## src/rtl/vector_dispatch_queue.sv

```systemverilog
// Vector instruction dispatch queue between the scalar core and the vector unit.
// Buffers {instruction, rs1, rs2}, stalls fetch when full or while a fence drains.
//
// state | meaning
// RUN   | normal issue; a scalar fence seen with vector work pending moves to DRAIN
// DRAIN | fetch held until the queue is empty and the vector unit is idle
module vector_dispatch_queue #(
    parameter int DEPTH = 4,
    parameter int CNTW  = $clog2(DEPTH) + 1
) (
    input  logic            clk,
    input  logic            rst,
    input  logic            is_vector,
    input  logic [31:0]     instruction,
    input  logic [31:0]     rdataA,
    input  logic [31:0]     rdataB,
    input  logic            fence_i,
    input  logic            flush,
    output logic            pc_enable,
    output logic            vec_valid,
    input  logic            vec_ready,
    output logic [31:0]     vec_instr,
    output logic [31:0]     vec_rs1,
    output logic [31:0]     vec_rs2,
    input  logic            vec_busy,
    output logic [CNTW-1:0] count
);

    localparam int PTRW = $clog2(DEPTH);

    typedef enum logic {
        RUN   = 1'b0,
        DRAIN = 1'b1
    } state_t;

    state_t          state, state_nxt;
    logic [31:0]     mem_instr [DEPTH];
    logic [31:0]     mem_rs1   [DEPTH];
    logic [31:0]     mem_rs2   [DEPTH];
    logic [PTRW-1:0] wr_ptr;
    logic [PTRW-1:0] rd_ptr;
    logic [CNTW-1:0] count_q;
    logic            full;
    logic            quiet;
    logic            enq;
    logic            deq;

    assign full      = (count_q == CNTW'(DEPTH));
    assign quiet     = (count_q == '0) && !vec_busy;
    assign vec_valid = (count_q != '0);
    assign count     = count_q;
    assign vec_instr = mem_instr[rd_ptr];
    assign vec_rs1   = mem_rs1[rd_ptr];
    assign vec_rs2   = mem_rs2[rd_ptr];

    // Flush wins over both handshakes; storage is left as-is on flush.
    assign enq = is_vector && pc_enable && !flush;
    assign deq = vec_valid && vec_ready && !flush;

    always_ff @(posedge clk or posedge rst) begin
        if (rst) begin
            for (int i = 0; i < DEPTH; i++) begin
                mem_instr[i] <= '0;
                mem_rs1[i]   <= '0;
                mem_rs2[i]   <= '0;
            end
        end else if (enq) begin
            mem_instr[wr_ptr] <= instruction;
            mem_rs1[wr_ptr]   <= rdataA;
            mem_rs2[wr_ptr]   <= rdataB;
        end
    end

    always_ff @(posedge clk or posedge rst) begin
        if (rst) begin
            wr_ptr  <= '0;
            rd_ptr  <= '0;
            count_q <= '0;
        end else if (flush) begin
            wr_ptr  <= '0;
            rd_ptr  <= '0;
            count_q <= '0;
        end else begin
            if (enq) begin
                wr_ptr <= wr_ptr + PTRW'(1);
            end
            if (deq) begin
                rd_ptr <= rd_ptr + PTRW'(1);
            end
            case ({enq, deq})
                2'b10:   count_q <= count_q + CNTW'(1);
                2'b01:   count_q <= count_q - CNTW'(1);
                default: count_q <= count_q;
            endcase
        end
    end

    always_ff @(posedge clk or posedge rst) begin
        if (rst) begin
            state <= RUN;
        end else begin
            state <= state_nxt;
        end
    end

    // A vector op carrying fence_i is treated as a plain vector op.
    always_comb begin
        state_nxt = state;
        pc_enable = !(is_vector && full);
        case (state)
            RUN: begin
                if (fence_i && !is_vector && !quiet) begin
                    state_nxt = DRAIN;
                    pc_enable = 1'b0;
                end
            end
            DRAIN: begin
                pc_enable = 1'b0;
                if (quiet) begin
                    state_nxt = RUN;
                end
            end
            default: begin
                state_nxt = RUN;
            end
        endcase
        if (flush) begin
            state_nxt = RUN;
        end
    end

endmodule

```

## config.mk

```make
export PLATFORM = sky130hd
export DESIGN_NAME = vector_dispatch_queue
export DESIGN_NICKNAME = d
export VERILOG_FILES = /design/src/rtl/vector_dispatch_queue.sv
export SDC_FILE = /design/constraint.sdc
export NUM_CORES = 1
export LEC_CHECK = 0
export BUFFER_PORTS_ARGS = -buffer_cell sky130_fd_sc_hd__buf_2
export CORE_MARGIN = 2
export CORE_UTILIZATION = 30
export CTS_CLUSTER_DIAMETER = 200
export DETAILED_ROUTE_END_ITERATION = 10
export PLACE_DENSITY = 0.47
export SYNTH_ARGS = -nofsm -noshare
export SYNTH_HDL_FRONTEND = slang
export SYNTH_SLANG_ARGS = --single-unit
```

## constraint.sdc

```tcl
create_clock -name clk -period 16.8 [get_ports clk]
set_input_delay 2.52 -clock clk [delete_from_list [all_inputs] [get_ports clk]]
set_output_delay 2.52 -clock clk [all_outputs]
set_load 0.005 [all_outputs]
```

; Word-level counts from Yosys, hierarchy flattened
; Index checks and enable logic that the tools add are counted.
[totals]
ff_bits = 392
word_cells = 74
[op_classes]
n_addsub = 4
order_cmp = 3
n_eq_ne = 3
n_mux = 26
bitwise = 3
n_reduce_logical = 19
[op_table]
columns = operator, count
row1 = bitwise mux 128 bit, 3
row2 = 2-to-1 mux 32 bit, 7
row3 = binary-select mux 32 bit (select 2 bit), 3
row4 = demux 32 bit (select 2 bit), 1
row5 = logical AND 1 bit, 9
row6 = 2-to-1 mux 2 bit, 4
row7 = greater-or-equal comparator 3 bit (second input constant), 2
row8 = inverter 2 -> 3 bit, 2
row9 = case mux 3 bit (2 select lines), 1
row10 = nonzero test 3 bit, 2
row11 = zero test 1 bit, 5
row12 = adder 2 x 1 -> 2 bit (second input constant), 2
row13 = 2-to-1 mux 1 bit, 4
row14 = case mux 1 bit (2 select lines), 2
row15 = nonzero test 2 bit, 2
row16 = adder 3 x 1 -> 3 bit (second input constant), 1
row17 = == test 3 bit (second input constant), 1
row18 = zero test 3 bit, 1
row19 = less-than comparator 3 x 1 -> 1 bit (second input constant), 1
row20 = 2-to-1 mux 3 bit, 1
row21 = subtractor 3 x 1 -> 3 bit (second input constant), 1
row22 = == test 2 x 1 -> 1 bit (second input constant), 1
row23 = == test 2 bit (second input constant), 1
row24 = inverter 1 bit, 1

; Longest topological paths before layout
; Gate-level depths: netlist of the first run.
[depth]
ltp_word = 11
depth_mapped = 8
ltp_nobuf = 7

; Worst setup path before layout of the first run
; OpenSTA, ideal clock, no wires.
[synth_path]
path_type = input-to-output
start = in fence_i
end = out pc_enable
arrival_time_ns = 2.938
slack_ns = 11.342
path_stages = 3
n_path_buf = 0
path_cell_list = nor2b_1 a21o_1 a21oi_1
[synth_via]
elab_chain_cells = 4
[synth_rtl]
columns = item, line
row1 = "start, declared", 17  ; input logic fence_i,
row2 = logical AND 1 bit (2 in series), 112  ; if (fence_i && !is_vector && !quiet) begin
row3 = 2-to-1 mux 1 bit, 112
row4 = case mux 1 bit (2 select lines), 110  ; case (state)
row5 = "end, declared", 19  ; output logic pc_enable,
; No other way between the ends.

; Worst setup path in the final report of the first run
; Ends and elaborated chain as after synthesis.

==> metrics, run 1 <==
status completed; worst slack on hold paths 499 ps; clk_skew 17.6 ps; Cell Chain, Critical Path buf_2, nor2b_1, a21o_1, a21oi_1, buf_2; Buf/Inv on CP 2; number of synthesized flops with an enable pin 0; most used standard cells in the synthesized netlist 392 x sky130_fd_sc_hd__dfrtp_1, 225 x sky130_fd_sc_hd__mux2_2, 160 x sky130_fd_sc_hd__mux2_4; CTS tree built; die width 248 um; prevailing post-synth register cell sky130_fd_sc_hd__dfrtp_1; area added between synthesis and finish 16.5%; post-cts hold buffer count 0; final non-filler cell total 1993; pin slew with the least headroom to its limit 1020 ps; mean routed wirelength per cell 20.4 um; power density normalized to cell area 184 nW/um2; CTS clk-pin slew, worst paths 50 ps; cell with the largest stage delay on the worst path sky130_fd_sc_hd__a21o_1; total number of yosys warnings 0; number of endpoints with negative hold slack in the final report 0; vias per cell 4.72; fraction of final layout cells with drive strength greater than 1 63.7%; setup repair after global routing missed its margin no; Static Leak 9.28 nW; Final WS setup 11140 ps; post-placement worst setup slack 11140 ps; final critical delay including setup and external delays 5660 ps; reported max-cap violation count 0; quantity of gates resized following cts 0; Top cell by count, worst path sky130_fd_sc_hd__buf_2; number of sinks driven by the clock tree 392; largest fanout on the critical path 2; clock share of power 25.7%; pin count of the biggest net entering global routing 99; Port Buffers 203; type of the worst setup path primary input to output port; # nets final 1296; height of the chip 248 um; latest clock arrival within the worst-skew pair 590 ps; per-instance average area after synthesis 18.0 um2; Total Negative Setup Slacks 0 ps; Top delay family on crit path compound AO/OA/AOI/OAI gates; Peak VDD IR 0.000105 V; placed cells 1913; first-pass GRT wire length 64.6 mm; number of antenna violations at the first check in global routing 6; vias in the first global route 10500; global-route congestion overflow total 0; violation count after the first detailed-routing iteration 278; maximum frequency from static timing analysis 0.177 GHz; Routability Congestion 0.689; # Post-CTS Setup Buffers 0; Inserted Clock Buffers 46; DIE AREA 61600 um2; count of final setup violators 0; vias 9413; htree depth 2; 1st-pass router iterations 4; Power Internal 2.75 mW; initial cell density of the core 30.3%; nets in the synthesized netlist 1100; cell area after synthesis 17900 um2; Yosys reg bits 392; Post-route DRC 0; Mapped Cells 992; switching part of the total power 28.3%; worst rel slew slack 31.8%; switching power total 1.08 mW; Core ar. 59000 um2; area share of the largest cell type after synthesis 54.8%; Critical Path Source Type primary input; Crit path arrival time 3140 ps; part of the Yosys area used for sequential elements 54.8%; total track usage 13.5%; dominant cells by area after synthesis sky130_fd_sc_hd__dfrtp_1 55%, sky130_fd_sc_hd__mux2_2 14%, sky130_fd_sc_hd__mux2_4 13%; top-count cell post-synth sky130_fd_sc_hd__dfrtp_1; Row Count 89; Slew Limit Fails 0; count of boundary I/O pins 204; post-synthesis cell type count 36; portion of the clock cycle consumed by the worst path in the final layout 33.7%; sequential share of power 40.9%; detailed placer's ending HPWL 23.6 mm; Crit path required time 14280 ps; largest area contributor in the synthesized netlist sky130_fd_sc_hd__dfrtp_1; proportion of synthesized flip-flops having asynchronous set or reset 100%; Tightest Hold Check Type register to register; total length of routed wires 40.7 mm; CTS Root Buffer Type sky130_fd_sc_hd__clkbuf_16; type of element capturing the critical path output port; CP peak stage delay 150 ps; ANT nets after route 0; Comb power frac 33.4%; Max clock buf depth 3
==> final timing paths <==
| path | start | to | slack (ps) | cells past startpoint |
|---|---|---|---|---|
| setup / recovery | fence_i | pc_enable | 11140 | 5 |
| hold / removal | mem_instr[41] | mem_instr[41] | 500 | 1 |
| setup reg to reg | count[0] | mem_rs2[29] | 13500 | 6 |
| hold reg to reg | mem_instr[41] | mem_instr[41] | 500 | 1 |
| max in group asynchronous | rst | mem_instr[106] | 12290 | 4 |
| min in group asynchronous | rst | mem_rs2[117] | 2080 | 2 |
==> area by class of cell <==
| type | count | area (um2) |
|---|---|---|
| repair buffers | 216 | 1110 |
| flip-flops and latches | 392 | 9820 |
| well taps | 773 | 967 |
| inverters | 4 | 22.5 |
| clock inverters | 9 | 115 |
| fillers | 5673 | 38200 |
| multi-input cells | 528 | 7460 |
| clock buffers | 70 | 1370 |
| diodes | 1 | 2.50 |
==> state kept, by name, summed over array words and instances (netlist names) <==
name / cells
count: 3
mem_instr: 128
mem_rs1: 128
mem_rs2: 128
rd_ptr: 2
state: 1
wr_ptr: 2
==> power groups by stage <==
stage	logic [mW]	clock network, mW	registers, mW
after floorplan	0.976	0	1.49
after global placement	1.29	0	1.57
after detailed placement	1.31	0	1.58
after CTS	1.31	1.02	1.57
after global routing	1.39	1.07	1.63
final	1.28	0.986	1.57
==> metal layers <==
| metal | global-route usage [%] | vias up | wire, um |
|---|---|---|---|
| li1 | - | 4084 | - |
| met1 | 18.0 | 5092 | 18200 |
| met2 | 21.6 | 154 | 19300 |
| met3 | 3.48 | 73 | 2070 |
| met4 | 4.34 | 10 | 1030 |
| met5 | 0 | - | 71 |
==> cells by family (layout without fill, tap and decap cells) <==
| group | Yosys count | count (layout) | synth area share (%) |
|---|---|---|---|
| buf+inv | 72 | 299 | 3.62 |
| mux | 482 | 482 | 39.7 |
| simple gates | 27 | 27 | 0.909 |
| other cells | 0 | 1 | 0 |
| flops | 392 | 392 | 54.8 |
| compound gates | 10 | 10 | 0.391 |
| xor+xnor | 4 | 4 | 0.196 |
| fa+ha+maj | 5 | 5 | 0.391 |
==> stage by stage <==
step                util, %  power (mW)  cell area (um2)
detailed placement     32.8        2.89            19400
floorplan                 -        2.46            17900
finish                 35.4        3.83            20900
CTS                    35.3        3.91            20900
global route           35.4        4.09            20900
global placement       32.8        2.86            19400
==> layout by cell type (no fill, tap or decap), types with 2 or more instances in the layout <==
cell type	synthesis	layout
sky130_fd_sc_hd__dfrtp_4	0	2
sky130_fd_sc_hd__mux4_2	96	96
sky130_fd_sc_hd__inv_1	4	3
sky130_fd_sc_hd__clkbuf_1	7	11
sky130_fd_sc_hd__buf_4	0	13
sky130_fd_sc_hd__a21oi_1	2	2
sky130_fd_sc_hd__ha_1	4	4
sky130_fd_sc_hd__nand2_1	4	4
sky130_fd_sc_hd__clkbuf_16	0	46
sky130_fd_sc_hd__o21ai_0	2	2
sky130_fd_sc_hd__xnor2_1	3	3
sky130_fd_sc_hd__clkinv_2	0	4
sky130_fd_sc_hd__buf_2	34	203
sky130_fd_sc_hd__dfrtp_1	392	390
sky130_fd_sc_hd__mux2_2	225	225
sky130_fd_sc_hd__nor2b_1	3	3
sky130_fd_sc_hd__clkbuf_8	0	13
sky130_fd_sc_hd__mux2_4	160	160
sky130_fd_sc_hd__nor3_1	3	3
sky130_fd_sc_hd__nor2_1	6	6
sky130_fd_sc_hd__inv_16	0	2
sky130_fd_sc_hd__and2_4	0	4
==> worst reg2reg max path: stages, from the launching register on <==
cell,delay (ps)
sky130_fd_sc_hd__dfrtp_1,590
sky130_fd_sc_hd__nor3b_4,90
sky130_fd_sc_hd__nor3_2,240
sky130_fd_sc_hd__and2_4,190
sky130_fd_sc_hd__buf_4,720
sky130_fd_sc_hd__buf_4,840
sky130_fd_sc_hd__mux2_2,520
Power figures use the tool's default switching activity.
==> run 2: changes to the inputs <==
Settings changed: PLACE_DENSITY 0.47 to 0.48.
Clock period 16.8 ns to 5.1 ns, I/O delays scaled along.
==> metrics, run 2 (synthesis gave the netlist of run 1 again) <==
status completed; most frequent cells in the layout 390 x sky130_fd_sc_hd__dfrtp_1, 225 x sky130_fd_sc_hd__mux2_2, 203 x sky130_fd_sc_hd__buf_2; GR peak layer met2; type of the worst setup path register to output port; count of boundary I/O pins 204 (unchanged); die width 248 um (unchanged); power density normalized to cell area 606 nW/um2 (+230%); global-route congestion overflow total 0 (unchanged); Static Leak 9.34 nW (+0.61%); fin util 35.6% (+0.27 points); htree depth 2 (unchanged); DIE AREA 61600 um2 (unchanged); count of final setup violators 0 (unchanged); met1 routing resource usage after global routing 18.4% (+0.39 points); 1st-pass router iterations 4 (unchanged); final critical delay including setup and external delays 3300 ps; pin count of the biggest net entering global routing 130 (+31%); Post-route DRC 0 (unchanged); total length of routed wires 40.7 mm (about the same); CTS clk-pin slew, worst paths 60 ps (about the same); latest clock arrival within the worst-skew pair 560 ps (-30 ps); area added between synthesis and finish 17.4%; number of antenna violations at the first check in global routing 7 (+1); CTS tree built; clk_skew 15.6 ps (-1.98 ps); instance area at placement 19500 um2 (+0.65%); Max clock buf depth 3 (unchanged); M3 GR Usage 3.49% (+0.011 points); area taken by multi-input logic gates 7460 um2 (unchanged); largest registers in the final layout mem_instr (128), mem_rs1 (128), mem_rs2 (128); vias per cell 4.68 (-0.93%); Inserted Clock Buffers 46 (unchanged); placed cells 1917 (+0.21%); setup repair after global routing missed its margin no; FF/Latch Area 9820 um2 (unchanged); type of element capturing the critical path output port; ANT nets after route 0 (unchanged); height of the chip 248 um (unchanged); Crit path required time 4340 ps (-9940 ps); Peak VDD IR 0.000303 V (+190%); vias in the first global route 10300 (-1.7%); number of fill cells 5611 (-1.1%); Slew Limit Fails 0 (unchanged); # nets final 1300 (+0.31%); reported max-cap violation count 0 (unchanged); worst slack on hold paths 392 ps (-106 ps); detailed placer's ending HPWL 24.3 mm (+3.0%); violation count after the first detailed-routing iteration 353 (+27%); total track usage 13.5% (-0.044 points); commonest non-fill, non-tap cell in the layout sky130_fd_sc_hd__dfrtp_1; worst rel slew slack 37.8% (+6.0 points); Tightest Hold Check Type primary input to asynchronous set/reset pin; GRT met2 Usage 21.3% (-0.32 points); number of sinks driven by the clock tree 392 (unchanged); fraction of final layout cells with drive strength greater than 1 63.6% (-0.089 points); final non-filler cell total 2002 (+0.45%); post-cts hold buffer count 0 (unchanged); Critical Path Source Type register; Row Count 89 (unchanged); maximum frequency from static timing analysis 0.303 GHz; portion of the clock cycle consumed by the worst path in the final layout 64.7%; first-pass GRT wire length 63.9 mm (-1.2%); largest fanout on the critical path 23 (+21); # Post-CTS Setup Buffers 0 (unchanged); Crit path arrival time 2530 ps (-610 ps); Non-Filler Cell Area, Final 21000 um2 (+0.76%); Core ar. 59000 um2 (unchanged); vias 9368 (-0.48%); CTS Root Buffer Type sky130_fd_sc_hd__clkbuf_16; number of endpoints with negative hold slack in the final report 0 (unchanged); Routability Congestion 0.696 (+1.1%); Port Buffers 203 (unchanged); initial cell density of the core 30.3% (unchanged); pin slew with the least headroom to its limit 932 ps (-91.9 ps); mean routed wirelength per cell 20.3 um (-0.39%); quantity of gates resized following cts 0 (unchanged)
==> run 2: worst paths after layout <==
check,from,endpoint,slack (ps),cells after the start
max reg2reg,count[0],mem_rs2[99],2450,5
min,rst,mem_rs2[116],390,2
max,rd_ptr[0],vec_rs1[10],1800,3
min in group clk,instruction[14],mem_instr[14],470,2
max in group asynchronous,rst,mem_instr[41],3490,3
min reg2reg,mem_instr[49],mem_instr[49],500,1
==> run 2: cell type report <==
class                      instances  area share, %
timing repair buffer             220           5.92
inverter                           4         0.0893
tap                              773           4.60
sequential                       392           46.7
antenna                            2         0.0238
clock buffer                      73           6.58
clock inverter                    10          0.631
multi-input combinational        528           35.5
==> run 2: through the flow <==
stage               power, mW  worst slack [ps]  TNS, ps
finish                   12.7              1800        0
global route             13.6              1640        0
CTS                      13.0              1690        0
detailed placement       9.58              2020        0
global placement         9.48              2030        0
floorplan                8.12              -939  -368040
==> run 2: per-layer routing <==
metal	vias up	share of wire, %
li1	4102	-
met4	12	2.0
met1	5021	45
met2	166	48
met5	-	0.18
met3	67	5.7
==> run 2: report_power, final <==
| part | total (mW) | switching (mW) | internal, mW | leakage (nW) |
|---|---|---|---|---|
| logic | 4.31 | 1.54 | 2.76 | 3.63 |
| clock network | 3.32 | 1.32 | 2.00 | 0.747 |
| registers | 5.12 | 0.700 | 4.42 | 4.97 |
==> run 2: worst max-delay path: stages, from the launching register on <==
cell                      delay [ps]
sky130_fd_sc_hd__dfrtp_4         630
sky130_fd_sc_hd__buf_4           520
sky130_fd_sc_hd__mux4_2          640
sky130_fd_sc_hd__buf_2           160
